$ cat src/rtl/elevator_door_ctrl.sv
// Timed elevator door controller: open-hold / stroke timers, reversal on obstruction or call,
// close-button shortcut, motion interlock in CLOSED and nudge mode after repeated reopenings.
module elevator_door_ctrl #(
  parameter int HOLD_CYC   = 8,
  parameter int TRAVEL_CYC = 4,
  parameter int MAX_REOPEN = 3,
  parameter int CNT_W      = 8,
  parameter int RC_W       = 2
) (
  input  logic       clk,
  input  logic       reset,
  input  logic       open_req,
  input  logic       close_req,
  input  logic       obstruct,
  input  logic       alarm,
  input  logic       moving,
  output logic       door_open,
  output logic       door_closed,
  output logic       motor_open,
  output logic       motor_close,
  output logic       nudge,
  output logic [1:0] state
);

  typedef enum logic [1:0] {
    S_OPEN    = 2'd0,
    S_CLOSING = 2'd1,
    S_CLOSED  = 2'd2,
    S_OPENING = 2'd3
  } state_t;

  localparam logic [CNT_W-1:0] HOLD_LD    = CNT_W'(HOLD_CYC - 1);
  localparam logic [CNT_W-1:0] TRAVEL_LD  = CNT_W'(TRAVEL_CYC - 1);
  localparam logic [RC_W-1:0]  REOPEN_MAX = RC_W'(MAX_REOPEN);

  state_t            state_q, state_d;
  logic [CNT_W-1:0]  timer_q, timer_d;
  logic [RC_W-1:0]   reopen_cnt_q, reopen_cnt_d;
  logic              nudge_q, nudge_d;
  logic              expire;

  assign expire = (timer_q == '0);

  always_ff @(posedge clk or negedge reset) begin
    if (!reset) begin
      state_q      <= S_OPEN;
      timer_q      <= HOLD_LD;
      reopen_cnt_q <= '0;
      nudge_q      <= 1'b0;
    end else begin
      state_q      <= state_d;
      timer_q      <= timer_d;
      reopen_cnt_q <= reopen_cnt_d;
      nudge_q      <= nudge_d;
    end
  end

  always_comb begin
    state_d      = state_q;
    timer_d      = expire ? timer_q : timer_q - 1'b1;
    reopen_cnt_d = reopen_cnt_q;
    nudge_d      = nudge_q;
    case (state_q)
      S_OPEN: begin
        if (alarm || obstruct || open_req) begin
          timer_d = HOLD_LD;
        end else if (close_req || expire) begin
          state_d = S_CLOSING;
          timer_d = TRAVEL_LD;
        end
      end
      S_CLOSING: begin
        if (alarm || open_req) begin
          state_d = S_OPENING;
          timer_d = TRAVEL_LD;
        end else if (obstruct && !nudge_q) begin
          state_d = S_OPENING;
          timer_d = TRAVEL_LD;
          if (reopen_cnt_q != REOPEN_MAX) begin
            reopen_cnt_d = reopen_cnt_q + 1'b1;
          end
          nudge_d = nudge_q | (reopen_cnt_d == REOPEN_MAX);
        end else if (expire) begin
          // Clearing on entry means nudge is already low in the first CLOSED cycle.
          state_d      = S_CLOSED;
          reopen_cnt_d = '0;
          nudge_d      = 1'b0;
        end
      end
      S_CLOSED: begin
        reopen_cnt_d = '0;
        nudge_d      = 1'b0;
        if (!moving && (alarm || open_req)) begin
          state_d = S_OPENING;
          timer_d = TRAVEL_LD;
        end
      end
      S_OPENING: begin
        if (expire) begin
          state_d = S_OPEN;
          timer_d = HOLD_LD;
        end
      end
      default: begin
        state_d = S_OPEN;
        timer_d = HOLD_LD;
      end
    endcase
  end

  assign door_open   = (state_q == S_OPEN);
  assign door_closed = (state_q == S_CLOSED);
  assign motor_open  = (state_q == S_OPENING);
  assign motor_close = (state_q == S_CLOSING);
  assign nudge       = nudge_q;
  assign state       = state_q;

endmodule

$ cat config.mk
export PLATFORM = sky130hd
export DESIGN_NAME = elevator_door_ctrl
export DESIGN_NICKNAME = d
export VERILOG_FILES = /design/src/rtl/elevator_door_ctrl.sv
export SDC_FILE = /design/constraint.sdc
export NUM_CORES = 1
export LEC_CHECK = 0
export ABC_AREA = 0
export CORE_UTILIZATION = 46
export DETAILED_ROUTE_END_ITERATION = 8
export PLACE_DENSITY = 0.69
export SYNTH_ARGS = -nofsm -noshare
export SYNTH_HDL_FRONTEND = slang
export SYNTH_SLANG_ARGS = --single-unit
$ cat constraint.sdc
create_clock -name clk -period 2.82 [get_ports clk]
set_clock_uncertainty 0.15 [all_clocks]
set_input_delay 0.564 -clock clk [delete_from_list [all_inputs] [get_ports clk]]
set_output_delay 0.564 -clock clk [all_outputs]
set_load 0.01 [all_outputs]
# ---- Yosys cells after proc, flatten, opt, wreduce, memory -nomap -nowiden
# Index checks and enable logic that the tools add are counted.
dict set report op_classes {
  add_sub_neg 2
  eq_ne 12
  bitwise 1
  mux 27
  reduce_logical 13
}
# op count
set ops {}
lappend ops {{2-to-1 mux 8 bit} 7}
lappend ops {{one-hot mux 8 bit (4 select lines)} 1}
lappend ops {{2-to-1 mux 2 bit} 13}
lappend ops {{logical NOT 8 bit} 1}
lappend ops {{one-hot mux 2 bit (4 select lines)} 1}
lappend ops {{subtractor 8 x 1 -> 8 bit (second input constant)} 1}
lappend ops {{equality test 2 bit (second input constant)} 3}
lappend ops {{inequality test 2 x 1 -> 1 bit (second input constant)} 3}
lappend ops {{inequality test 2 bit (second input constant)} 3}
lappend ops {{AND reduction 5 bit} 1}
lappend ops {{logical OR 1 bit} 4}
lappend ops {{inequality test 4 x 1 -> 1 bit (second input constant)} 1}
lappend ops {{one-hot mux 2 bit (2 select lines)} 1}
lappend ops {{2-to-1 mux 1 bit} 3}
lappend ops {{inequality test 3 x 1 -> 1 bit (second input constant)} 1}
lappend ops {{AND reduction 3 bit} 1}
lappend ops {{adder 2 x 1 -> 2 bit (second input constant)} 1}
lappend ops {{equality test 2 x 1 -> 1 bit (second input constant)} 1}
lappend ops {{logical AND 1 bit} 2}
lappend ops {{logical NOT 1 bit} 2}
lappend ops {{logical NOT 2 bit} 1}
lappend ops {{one-hot mux 1 bit (2 select lines)} 1}
lappend ops {{nonzero test 2 bit} 1}
lappend ops {{bitwise OR 1 bit} 1}
dict set report totals {
  output_inout_bits 7
  regBits 13
  elab_cells 59
  input_bits 7
}

# ---- Logic depth before layout (Yosys ltp)
dict set report logic_depth {
  depth_word 10
  depth_mapped 9
  mapped_depth_nobuf 9
}

# ---- Least setup slack after synthesis
# Ideal clock, no wire load.
dict set report synth_path {
  kind {register to register}
  start {register timer_q[0]}
  end {register nudge_q (netlist: nudge)}
  path_stages_with_launch 8
  synth_period_minus_slack_ns 2.134
  setup_time_ns 0.125
  arrival_time_ns 1.859
  required_time_ns 2.545
  setup_slack_ns 0.686
  path_cell_list {dfstp_2 > inv_1 > ha_1 > or3b_2 > nor2_4 > inv_4 > a31oi_4 > mux2_4}
}
dict set report synth_between {
  elab_chain_len 3
}
# item line
set synth_rtl {}
lappend synth_rtl {{start: declaration} 37} ;# logic [CNT_W-1:0] timer_q, timer_d;
lappend synth_rtl {{start signal: assignment} 52} ;# timer_q <= timer_d;
lappend synth_rtl {{logical NOT 8 bit} 42} ;# assign expire = (timer_q == '0);
lappend synth_rtl {{inequality test 3 x 1 -> 1 bit (no source line)} n/a}
lappend synth_rtl {{AND reduction 3 bit (no source line)} n/a}
lappend synth_rtl {{end signal: assignment} 54} ;# nudge_q <= nudge_d;
lappend synth_rtl {{end: declaration} 39} ;# logic nudge_q, nudge_d;
# Every way passes these cells.
# A chain may end at the register's enable or synchronous reset.

# ---- Final worst setup path
dict set report layout_path {
  start {register state_q[0] (netlist: state[0])}
  end {output door_open}
}
dict set report layout_between {
  elab_chain_len 1
}
# item line
set layout_rtl {}
lappend layout_rtl {{start: declaration} 36} ;# state_t state_q, state_d;
lappend layout_rtl {{start signal: assignment} 51} ;# state_q <= state_d;
lappend layout_rtl {{logical NOT 2 bit} 111} ;# assign door_open = (state_q == S_OPEN);
lappend layout_rtl {{end: declaration} 17} ;# output logic door_open,
# Every way passes these cells.

==> metrics.csv <==
metric;value;unit
antenna_cells;0;
start_kind;flop;
r2r_cells;7;
start_util;49.4;%
die_h;47.9;um
preCtsSetupSlack;0.285;ns
synth_warnings;0;
maxSlewHeadroom;59.3;%
ir_drop;0.853;mV
die_area;2300;um^2
worst_pin_slew;0.608;ns
postCtsSetupBuffers;0;
synthAdderAreaFrac;7.74;%
grt_max_degree;14;
synthMuxAreaShare;4.77;%
timing.setup.tns;0;ns
synthSimpleGateAreaFrac;18.2;%
cap_viol_max_count;0;
drt_iter0_markers;52;
synth_seq_area_share;33.9;%
avgSynthCellArea;9.41;um^2
die_x;47.9;um
synth-edff-count;0;
min_path_cells;2;
crit_start;state[0]$_DFFE_PN0P_;
cts_hold_buf;0;
r2r-start;timer_q[0]$_DFF_PN1_;
num-fill-cells;197;
h-tree-depth;1;
antenna_found_initial;0;
track_usage;22.1;%
nets;132;
multiInputGateArea;597;um^2
power_density;1170;nW/um^2
core;1960;um^2
wirelength;2300;um
crit_type;reg -> out;
crit_cells;3;
path_max_fanout;12;
ys_ff_latch;13;
cp_top_family;buffers and inverters;
antenna_left;0;
hp-class;reg -> reg;
cts_buffer_depth;2;
worstPathArrival;1.91;ns
synth_top_family_by_area;compound AO/OA/AOI/OAI gates;
setup_violations;0;
io_buffers;13;
drive_gt1_share;14.4;%
cts_tree;built;
p_total;1.35;mW
synth_cell_type_count;47;
worstHoldStart;reopen_cnt_q[0]$_DFFE_PN0P_;
via_per_inst;5.90;
crit_chain;inv_1, ha_1, clkdlybuf4s50_1;
gp_congestion;0.837;
route.detailed.drc;0;
rsz0062_at_grt;false;
hold_slack;0.419;ns
grt_pass1_vias;739;
final_hold_viol_count;0;
status;finished, final reports clean;
grt_pass1_wl;3440;um
slowest_stage;clkdlybuf4s50_1;
post_cts_resized;0;
netlist_instances;103;
leakagePower;0.487;nW
root_buffer;clkbuf_4;
vias;856;
final_common_cell;clkdlybuf4s50_1;
worst_slack;0.200;ns
min_period;2.62;ns
cts.sinks;13;
required;2.11;ns
clock_latency;0.28;ns
slew_violations;0;
final_cell_mix;clkdlybuf4s50_1, dfrtp_1, inv_1, nand2_1, a21oi_1;
wire_per_inst;15.9;um
synth_fp_nets;116;
path_clk_slew;0.10;ns
async_reset_ff_share;100;%
cts_made_buffers;3;
drt_first_pass_iters;4;
synthFlopType;dfrtp_1;
syn_area;970;um^2
crit_buf_inv;2;
rows;16;
end_kind;primary output;
final-seq-area;329;um^2
slowest_delay;0.61;ns
post-route-period-util;92.9;%
max_freq;382;MHz
grt_remaining_overflow;0;
synth_xor_area_share;3.61;%
hpwl;1660;um
io_pins;14;
synth_compound_area_share;27.2;%
syn_to_final_growth;18.8;%
==> routing by layer <==
layer  global-route usage, %  part of all wire, %  routed length, um  up-vias
met4                    10.6                 0.61                 14        0
met3                    4.15                  6.7                154        2
met5                       0                    0                  0        -
met1                    30.2                   45               1040      397
met2                    33.2                   48               1100       35
li1                        -                    -                  -      422
==> per-stage QoR <==
step | util [%] | std cells | instance area [um^2]
2_1_floorplan | - | 103 | 970
5_1_grt | 58.7 | 145 | 1150
3_5_place_dp | 57.4 | 141 | 1130
4_1_cts | 58.7 | 145 | 1150
3_3_place_gp | 57.4 | 141 | 1130
6_report | 58.7 | 145 | 1150
==> state kept, by name (all words and copies together), names as in the netlist <==
signal and cells:
timer_q 8, state 2, reopen_cnt_q 2, nudge 1
==> tightest hold or removal path: cells and delay by family, from the launching register on <==
kind	cells	cell delay [ns]
buf+inv	1	0.08
flops	1	0.40
mux	1	0.06
==> synthesized netlist by cell type, drive strengths merged (3+ instances only) <==
cell / number / area share (%)
a21oi: 8 / 4.5
or4: 4 / 3.5
dfstp: 3 / 8.1
ha: 6 / 7.7
inv: 9 / 3.7
and3: 3 / 1.9
nor2: 6 / 3.1
nand2: 8 / 3.1
o21ai: 5 / 2.6
a31oi: 4 / 4.1
dfrtp: 10 / 26
==> logic make-up (layout without fill, tap and decap cells) <==
family | Yosys count | count (layout)
AOI/OAI and AO/OA | 35 | 35
xor gates and xnor gates | 4 | 4
buffers and inverters | 11 | 26
DFF | 13 | 13
and+or+nand+nor | 30 | 30
adders and majority gates | 6 | 6
muxes | 4 | 4
==> power by group <==
| part | internal [mW] | switching [mW] |
|---|---|---|
| combinational | 0.411 | 0.460 |
| sequential | 0.272 | 0.0802 |
| clock | 0.0548 | 0.0687 |
==> final timing paths <==
check / slack, ns / to
max in group asynchronous: 1.61 / timer_q[4]$_DFF_PN0_
worst max-delay path: 0.20 / door_open
worst min register to register: 0.42 / reopen_cnt_q[0]$_DFFE_PN0P_
worst max register to register: 0.50 / nudge$_DFFE_PN0P_
worst min-delay path: 0.42 / reopen_cnt_q[0]$_DFFE_PN0P_
min in group asynchronous: 0.50 / nudge$_DFFE_PN0P_
==> layout make-up <==
| class | count | share of cell area [%] |
|---|---|---|
| well taps | 27 | 2.93 |
| clock buffers | 4 | 2.28 |
| repair buffers | 13 | 11.3 |
| multi-input cells | 79 | 51.8 |
| flip-flops and latches | 13 | 28.6 |
| inverters | 9 | 3.15 |
(Power assumes the default switching activity.)
